**config.mk**
```make
export PLATFORM = sky130hd
export DESIGN_NAME = imem_arbiter
export DESIGN_NICKNAME = d
export VERILOG_FILES = /design/src/rtl/imem_arb_pkg.sv /design/src/rtl/imem_arb_age_cnt.sv /design/src/rtl/imem_arbiter.sv
export SDC_FILE = /design/constraint.sdc
export NUM_CORES = 1
export LEC_CHECK = 0
export ABC_CLOCK_PERIOD_IN_PS = 2300
export CAP_MARGIN = 20
export CORE_AREA = 2 2 98 100
export CTS_CLUSTER_DIAMETER = 200
export DETAILED_ROUTE_END_ITERATION = 12
export DIE_AREA = 0 0 100 102
export SYNTH_ARGS = -nofsm -noshare
export SYNTH_HDL_FRONTEND = slang
export SYNTH_SLANG_ARGS = --single-unit
```
**constraint.sdc**
```tcl
create_clock -name i_clk -period 2.3 [get_ports i_clk]
set_input_delay 0.46 -clock i_clk [delete_from_list [all_inputs] [get_ports i_clk]]
set_output_delay 0.46 -clock i_clk [all_outputs]
set_load 0.02 [all_outputs]
```
**src/rtl/imem_arb_pkg.sv**
```systemverilog
// imem_arb_pkg: shared types and default sizes for the instruction-memory arbiter.
//   mode_e  : BOOT (loader-only), DRAIN (one quiet handover cycle), RUN (shared)
//   owner_e : who owns the SRAM response arriving next cycle
package imem_arb_pkg;

  localparam int IMEM_ADDR_WIDTH = 12;
  localparam int IMEM_MAX_WAIT   = 8;
  localparam int WORD_AW         = IMEM_ADDR_WIDTH - 2;

  typedef enum logic [1:0] {BOOT, DRAIN, RUN} mode_e;
  typedef enum logic [1:0] {NONE, IF, LD_RD, LD_WR} owner_e;

  // Counter width able to hold 0..max (at least one bit).
  function automatic int cnt_width(input int max);
    return (max > 0) ? $clog2(max + 1) : 1;
  endfunction

endpackage

```
**src/rtl/imem_arb_age_cnt.sv**
```systemverilog
// imem_arb_age_cnt: saturating count of cycles the loader has been denied.
//   clk, rst_n : clock, async active-low reset
//   inc        : loader denied this cycle
//   clr        : loader granted, or mode falling back to BOOT (wins over inc)
//   sat        : count has reached MAX_WAIT
module imem_arb_age_cnt
  import imem_arb_pkg::*;
#(
  parameter int MAX_WAIT = IMEM_MAX_WAIT
) (
  input  logic clk,
  input  logic rst_n,
  input  logic inc,
  input  logic clr,
  output logic sat
);

  localparam int CW = cnt_width(MAX_WAIT);

  logic [CW-1:0] cnt;

  assign sat = (cnt == CW'(MAX_WAIT));

  always_ff @(posedge clk or negedge rst_n) begin
    if (!rst_n)            cnt <= '0;
    else if (clr)          cnt <= '0;
    else if (inc && !sat)  cnt <= cnt + 1'b1;
  end

endmodule

```
**src/rtl/imem_arbiter.sv**
```systemverilog
// imem_arbiter: shares one single-port instruction SRAM between the fetch port
// (read-only) and the boot/debug loader (read/write). One access per cycle,
// 1-cycle read latency routed back to whoever was granted.
//   i_clk, i_rst_n            : clock, async active-low reset
//   i_boot_mode               : 1 = loader-only mode
//   i_if_*, o_if_*            : fetch req/addr, grant, rvalid/rdata
//   i_ld_*, o_ld_*            : loader req/we/be/addr/wdata, grant, rvalid/rdata
//   o_sram_cen/gwen/wen/a/d   : SRAM macro drive (active-low enables)
//   i_sram_q                  : SRAM read data, valid the cycle after access
module imem_arbiter
  import imem_arb_pkg::*;
#(
  parameter int ADDR_WIDTH = IMEM_ADDR_WIDTH,
  parameter int MAX_WAIT   = IMEM_MAX_WAIT
) (
  input  logic                  i_clk,
  input  logic                  i_rst_n,
  input  logic                  i_boot_mode,
  input  logic                  i_if_req,
  input  logic [31:0]           i_if_addr,
  output logic                  o_if_gnt,
  output logic                  o_if_rvalid,
  output logic [31:0]           o_if_rdata,
  input  logic                  i_ld_req,
  input  logic                  i_ld_we,
  input  logic [3:0]            i_ld_be,
  input  logic [31:0]           i_ld_addr,
  input  logic [31:0]           i_ld_wdata,
  output logic                  o_ld_gnt,
  output logic                  o_ld_rvalid,
  output logic [31:0]           o_ld_rdata,
  output logic                  o_sram_cen,
  output logic                  o_sram_gwen,
  output logic [3:0]            o_sram_wen,
  output logic [ADDR_WIDTH-3:0] o_sram_a,
  output logic [31:0]           o_sram_d,
  input  logic [31:0]           i_sram_q
);

  mode_e  mode;
  owner_e owner;
  logic   if_gnt, ld_gnt;
  logic   age_sat, age_inc, age_clr;

  // Upper bits alias; low two bits are byte offset within the word.
  logic unused_addr_bits;
  assign unused_addr_bits = ^{i_if_addr[31:ADDR_WIDTH], i_if_addr[1:0],
                              i_ld_addr[31:ADDR_WIDTH], i_ld_addr[1:0]};

  // Grants: combinational from requests and registered mode. Held low while
  // reset is asserted so the port looks idle during reset.
  always_comb begin
    if_gnt = 1'b0;
    ld_gnt = 1'b0;
    if (i_rst_n) begin
      case (mode)
        BOOT: ld_gnt = i_ld_req;
        RUN: begin
          // Fetch wins contention until the loader has starved MAX_WAIT cycles.
          if (i_ld_req && (!i_if_req || age_sat)) ld_gnt = 1'b1;
          else                                     if_gnt = i_if_req;
        end
        default: ;
      endcase
    end
  end

  assign o_if_gnt = if_gnt;
  assign o_ld_gnt = ld_gnt;

  // Mode handover. DRAIN is a single grant-free cycle between BOOT and RUN.
  always_ff @(posedge i_clk or negedge i_rst_n) begin
    if (!i_rst_n) mode <= BOOT;
    else begin
      case (mode)
        BOOT:    if (!i_boot_mode) mode <= DRAIN;
        DRAIN:   mode <= i_boot_mode ? BOOT : RUN;
        RUN:     if (i_boot_mode)  mode <= BOOT;
        default: mode <= BOOT;
      endcase
    end
  end

  // Age only accumulates in RUN; any fall back to BOOT restarts it.
  assign age_inc = (mode == RUN) && i_ld_req && !ld_gnt;
  assign age_clr = ld_gnt || ((mode != BOOT) && i_boot_mode);

  imem_arb_age_cnt #(.MAX_WAIT(MAX_WAIT)) u_age (
    .clk   (i_clk),
    .rst_n (i_rst_n),
    .inc   (age_inc),
    .clr   (age_clr),
    .sat   (age_sat)
  );

  // SRAM drive in the grant cycle; idle keeps every pin at its reset value.
  always_comb begin
    o_sram_cen  = 1'b1;
    o_sram_gwen = 1'b1;
    o_sram_wen  = 4'hF;
    o_sram_a    = '0;
    o_sram_d    = '0;
    if (if_gnt) begin
      o_sram_cen = 1'b0;
      o_sram_a   = i_if_addr[ADDR_WIDTH-1:2];
    end else if (ld_gnt) begin
      o_sram_cen = 1'b0;
      o_sram_a   = i_ld_addr[ADDR_WIDTH-1:2];
      if (i_ld_we) begin
        // be == 0 still issues a (no-op) write so it gets acked like any other.
        o_sram_gwen = 1'b0;
        o_sram_wen  = ~i_ld_be;
        o_sram_d    = i_ld_wdata;
      end
    end
  end

  // Owner of the response arriving next cycle; reset drops any in flight.
  always_ff @(posedge i_clk or negedge i_rst_n) begin
    if (!i_rst_n)    owner <= NONE;
    else if (if_gnt) owner <= IF;
    else if (ld_gnt) owner <= i_ld_we ? LD_WR : LD_RD;
    else             owner <= NONE;
  end

  assign o_if_rvalid = (owner == IF);
  assign o_if_rdata  = (owner == IF) ? i_sram_q : '0;
  assign o_ld_rvalid = (owner == LD_RD) || (owner == LD_WR);
  assign o_ld_rdata  = (owner == LD_RD) ? i_sram_q : '0;

endmodule
```
Yosys cells after proc, flatten, opt, wreduce, memory -nomap -nowiden
Cells that the tools add are included.
{"block": "classes", "n_reduce_logical": 15, "mux": 30, "bitwise": 1, "eq_ne": 8, "addsub": 1}
{"operator": "32-bit two-way mux", "n": 5}
{"operator": "10-bit two-way mux", "n": 2}
{"operator": "4-bit two-way mux", "n": 5}
{"operator": "1-bit two-way mux", "n": 11}
{"operator": "2-bit two-way mux", "n": 5}
{"operator": "2-bit equality test, second input constant", "n": 3}
{"operator": "2-bit one-hot mux with 3 select lines", "n": 1}
{"operator": "1-bit logical AND", "n": 5}
{"operator": "4-bit by 1-bit adder with 4-bit output, second input constant", "n": 1}
{"operator": "2-bit by 1-bit equality test with 1-bit output, second input constant", "n": 2}
{"operator": "4-bit equality test, second input constant", "n": 1}
{"operator": "2-bit != test, second input constant", "n": 2}
{"operator": "4-bit NOT", "n": 1}
{"operator": "2-bit nonzero test", "n": 2}
{"operator": "1-bit logical NOT", "n": 3}
{"operator": "1-bit logical OR", "n": 3}
{"operator": "2-bit logical NOT", "n": 1}
{"operator": "1-bit one-hot mux with 2 select lines", "n": 1}
{"operator": "2-bit AND reduction", "n": 1}
{"block": "word_totals", "output_inout_bits": 116, "ff_bits": 8, "elab_cells": 58, "input_bits": 138}

Logic depth before layout (Yosys ltp)
Gate-level depths: netlist of run 1.
{"block": "depth", "ltp_word": 11, "mapped_depth": 7, "depth_no_buf": 5}

Cells and area by module
A second synthesis of run 1 with hierarchy kept.
{"block": "unflattened", "cells_unflattened": 171, "area_unflattened_um2": 1258.7}
{"module": "imem_arbiter", "area_each_um2": 1026.0, "seq_area_each_um2": 100.1, "n_inst": 1, "cells_per_inst": 147}
{"module": "imem_arb_age_cnt", "area_each_um2": 232.7, "seq_area_each_um2": 100.1, "n_inst": 1, "cells_per_inst": 24}

Worst setup path after synthesis of run 1
No wires, ideal clock.
{"block": "synth_timing", "path_type": "register to output", "startpoint": "reg u_age.cnt[0]", "endpoint": "out o_sram_a[1]", "stages_incl_launch_ff": 7, "t_arrival_ps": 1623, "n_path_buf": 1, "setup_slack_ps": 217, "required_time_ps": 1840, "path_cell_list": "dfrtp_1 -> inv_1 -> ha_1 -> and3b_4 -> a21oi_1 -> buf_2 -> a22o_1"}
{"block": "synth_between", "elab_cells_between_ends": 11, "classes_between": "eq/ne (1); mux (8); reduce/logical (2)"}
{"element": "start: declaration", "line": "imem_arb_age_cnt.sv:20", "source": "logic [CW-1:0] cnt;"}
{"element": "start signal: assignment", "line": "imem_arb_age_cnt.sv:27", "source": "else if (inc && !sat) cnt <= cnt + 1'b1;"}
{"element": "4-bit equality test", "line": "imem_arb_age_cnt.sv:22", "source": "assign sat = (cnt == CW'(MAX_WAIT));"}
{"element": "1-bit logical OR", "line": "imem_arbiter.sv:60", "source": "if (i_ld_req && (!i_if_req || age_sat)) ld_gnt = 1'b1;"}
{"element": "1-bit logical AND", "line": "imem_arbiter.sv:60"}
{"element": "1-bit two-way mux", "line": "imem_arbiter.sv:60"}
{"element": "1-bit two-way mux", "line": "imem_arbiter.sv:56", "source": "case (mode)"}
{"element": "1-bit two-way mux", "line": "imem_arbiter.sv:55", "source": "if (i_rst_n) begin"}
{"element": "via o_if_gnt", "line": "imem_arbiter.sv:21", "source": "output logic o_if_gnt,"}
{"element": "10-bit two-way mux", "line": "imem_arbiter.sv:103", "source": "if (if_gnt) begin"}
{"element": "end: declaration", "line": "imem_arbiter.sv:35", "source": "output logic [ADDR_WIDTH-3:0] o_sram_a,"}
The timed path passes the listed nets, and every way through them passes these cells.

Final worst setup path of run 1
{"block": "layout_timing", "startpoint": "reg u_age.cnt[0]", "endpoint": "out o_sram_d[27]"}
{"block": "layout_between", "elab_chain_cells": 8, "elab_cells_between_ends": 11, "classes_between": "eq/ne (1); mux (8); reduce/logical (2)"}
{"element": "4-bit equality test *", "line": "imem_arb_age_cnt.sv:22"}
{"element": "1-bit logical OR *", "line": "imem_arbiter.sv:60"}
{"element": "1-bit logical AND *", "line": "imem_arbiter.sv:60"}
{"element": "1-bit two-way mux", "line": "imem_arbiter.sv:60"}
{"element": "1-bit one-hot mux with 2 select lines", "line": "imem_arbiter.sv:56"}
{"element": "1-bit two-way mux", "line": "imem_arbiter.sv:55"}
{"element": "32-bit two-way mux", "line": "imem_arbiter.sv:106", "source": "end else if (ld_gnt) begin"}
{"element": "32-bit two-way mux *", "line": "imem_arbiter.sv:103"}
{"element": "end: declaration", "line": "imem_arbiter.sv:36", "source": "output logic [31:0] o_sram_d,"}
Mark *: on every way between the ends. The rest lies on a longest branch, timed or not.

==> results of run 1 <==
==> per-stage QoR <==
stage	hold slack (ns)	instances	util	area, um^2	setup slack [ns]
2_1_floorplan	0.164	169	-	1250	0.217
3_3_place_gp	0.540	494	0.398	3630	-0.582
3_5_place_dp	0.550	494	0.398	3630	-0.582
4_1_cts	0.354	501	0.407	3700	-0.0393
5_1_grt	0.377	508	0.426	3880	-0.0285
6_report	0.352	508	0.426	3880	0.0364
==> power groups by stage <==
stage                     combinational [W]  sequential, W  clock (W)
after CTS                          0.000748       0.000170   0.000173
after floorplan                    0.000296       0.000167          0
after global placement             0.000735       0.000171          0
after global routing               0.000835       0.000173   0.000180
final                              0.000785       0.000172   0.000166
after detailed placement           0.000738       0.000171          0
==> cell type report <==
cell class / count / area share
tap: 111 / 0.0358
antenna: 1 / 0.000646
sequential: 8 / 0.0516
multi-input combinational: 142 / 0.276
timing repair buffer: 238 / 0.620
inverter: 5 / 0.00484
clock buffer: 3 / 0.0107
==> repair_timing <==
| item | CTS | global route |
|---|---|---|
| resized for setup | 262 | 36 |
| pin swaps | 3 | 12 |
| cloned | 2 | 3 |
| setup buffers | 2 | 3 |
| setup endpoints to repair | 50 | 57 |
==> routing by layer <==
layer	part of all wire	wire length, um	vias up	GRT usage
li1	-	-	1009	-
met1	0.38	2640	890	0.126
met2	0.52	3570	128	0.220
met3	0.090	618	2	0.0219
met4	0.0045	31	0	0.0253
met5	0	0	-	0
==> critical path, cell delays in order, from the launching register on <==
cell and delay, ns:
dfrtp_1 0.38, inv_2 0.08, ha_4 0.14, nand3b_4 0.09, a311oi_4 0.26, buf_6 0.22
clkbuf_16 0.17, and2_4 0.13, buf_6 0.11
==> cell usage in the layout (no fill, tap or decap), types with 2 or more instances in the layout <==
master	n
or3_1	2
nand3b_4	2
nor2_1	2
clkdlybuf4s50_1	151
dlymetal6s2s_1	5
buf_6	31
and2_4	25
and2_1	71
inv_1	2
o21ai_0	4
a22o_1	10
dfrtp_1	8
clkbuf_16	2
buf_16	2
buf_2	15
clkbuf_8	3
buf_4	22
inv_2	3
a211oi_1	3
dlygate4sd2_1	4
nand2_1	4
buf_12	4
==> registers in the layout, summed over array words and instances, names as in the netlist <==
register,flops
u_age.cnt,4
mode,2
owner,2
==> worst min path at each step <==
stage	end	slack, ns	depth (start not counted)
after floorplan	mode[0]	0.16	0
after global placement	mode[0]	0.54	2
after detailed placement	mode[0]	0.55	2
after CTS	owner[1]	0.35	2
after global routing	owner[1]	0.38	2
final	owner[1]	0.35	2
==> cells by family after synthesis <==
logic type | Yosys count | share of synthesized area
DFF | 8 | 0.160
buffers and inverters | 19 | 0.0680
xor gates and xnor gates | 1 | 0.00700
AOI/OAI and AO/OA | 23 | 0.146
adders and majority gates | 2 | 0.0200
and+or+nand+nor | 116 | 0.599
==> run metrics, run 1 <==
Worst EP required=1.84 ns; leakage power total=1.72 nW; post-synth top area cell=and2_1; Mean Syn Cell Area=7.40 um^2; startpoint types=flop; vias in the first global route=1893; Post-synth EDFFs=0; Net Sw Frac=0.355; Area growth syn-to-layout=210%; Hold Crit Class=input port to async pin; clk_lat worst skew=0.22 ns; Max H-tree Level=1; post-route clock skew=0.00236 ns; Slew Viols, Final=0; Max clock buf depth=2; Synth cell types=30; drt total wl=6.86 mm; routed length per instance=13.5 um; fmax=442 MHz; Ys Warns=0; largest net degree at the start of global routing=34; Reg2Reg Depth=7; Detail Placement HPWL=5.37 mm; IO Count=254; Die Wd=100 um; Initial Utilization=0.137; Gate Count Post-Synth=169; Reg power frac=0.153; sequential fraction of the synthesis area=0.160; via count=2029; outcome=finished, final reports clean; core area=9110 um^2; Power, Total=0.00112 W; clock share of power=0.148; Remaining DRCs=0; ys async rst share=1.00; Worst setup EP type=primary output; most frequent cell after synthesis=and2_1; ys flop type=dfrtp_1; critical path class=flop to primary output; sinks on the clock net=8; Max-cap violations=0; root buf cell=clkbuf_8; DRT antenna net count=0; switching power=0.000399 W; Worst slew margin=0.811; Final Hold Vio Count=0; Worst-Margin Slew=0.282 ns; CP endpoint=o_sram_d[27]; PwrDens=290 nW/um^2; Comb pwr share=0.699; first-pass GRT wire length=9.22 mm; synthesized net count=309; Arr. time, crit path=1.80 ns; setup_tns=0 ns; Vias/cell=3.99; worst ir drop on vdd=0.153 mV; final net count=538; top cells by count, synth=and2_1, a22o_1, dfrtp_1; cell internal pwr=0.000725 W; TritonCTS clock tree=yes; FILL cells=941; slack of the worst reg-to-reg path=0.48 ns; Total Routing Usage GR=0.113; RD Place Congestion=0.790; proportion of layout cells with a drive suffix above 1=0.295; DRT Pass-1 Iters=3; Die Span Y=102 um; DR iter-0 viols=20; r2r endpoint=u_age.cnt[2]; top cell type's share of synthesized area=0.480; synthesis-stage register bit count=8; Hold Buf Count CTS=0; CTS Buf Count=3; RR Startpoint=u_age.cnt[1]; Area contributors post-synth=and2_1, dfrtp_1, a22o_1; initial antenna violation count=1; area of the multi-input gates=1070 um^2; Worst Path Max Fanout=6; Reg clk slew, reported paths=0.04 ns; storage element area=200 um^2; PortBufs=209; row cnt=35; RSZ-0062 raised after global routing=yes; Mapped Area=1250 um^2; crit share post-route=0.984; crit path time final=2.26 ns; GRT overflow=0; Die ar.=10200 um^2; Setup-failing EPs final=0; Worst Setup SP=u_age.cnt[0]
(Power assumes the default switching activity.)
==> run 2, diff against run 1 <==
--- a/config.mk
+++ b/config.mk
@@ -5,6 +5,7 @@
 export SDC_FILE = /design/constraint.sdc
 export NUM_CORES = 1
 export LEC_CHECK = 0
+export ABC_AREA = 0
 export ABC_CLOCK_PERIOD_IN_PS = 2300
 export CAP_MARGIN = 20
 export CORE_AREA = 2 2 98 100
==> results of run 2 <==
No change in the layout: final DEF, timing and power equal those of run 1.
==> run 3, diff against run 2 <==
--- a/config.mk
+++ b/config.mk
@@ -6,7 +6,6 @@
 export NUM_CORES = 1
 export LEC_CHECK = 0
 export ABC_AREA = 0
-export ABC_CLOCK_PERIOD_IN_PS = 2300
 export CAP_MARGIN = 20
 export CORE_AREA = 2 2 98 100
 export CTS_CLUSTER_DIAMETER = 200
==> results of run 3 <==
No change in the layout: final DEF, timing and power equal those of run 1.
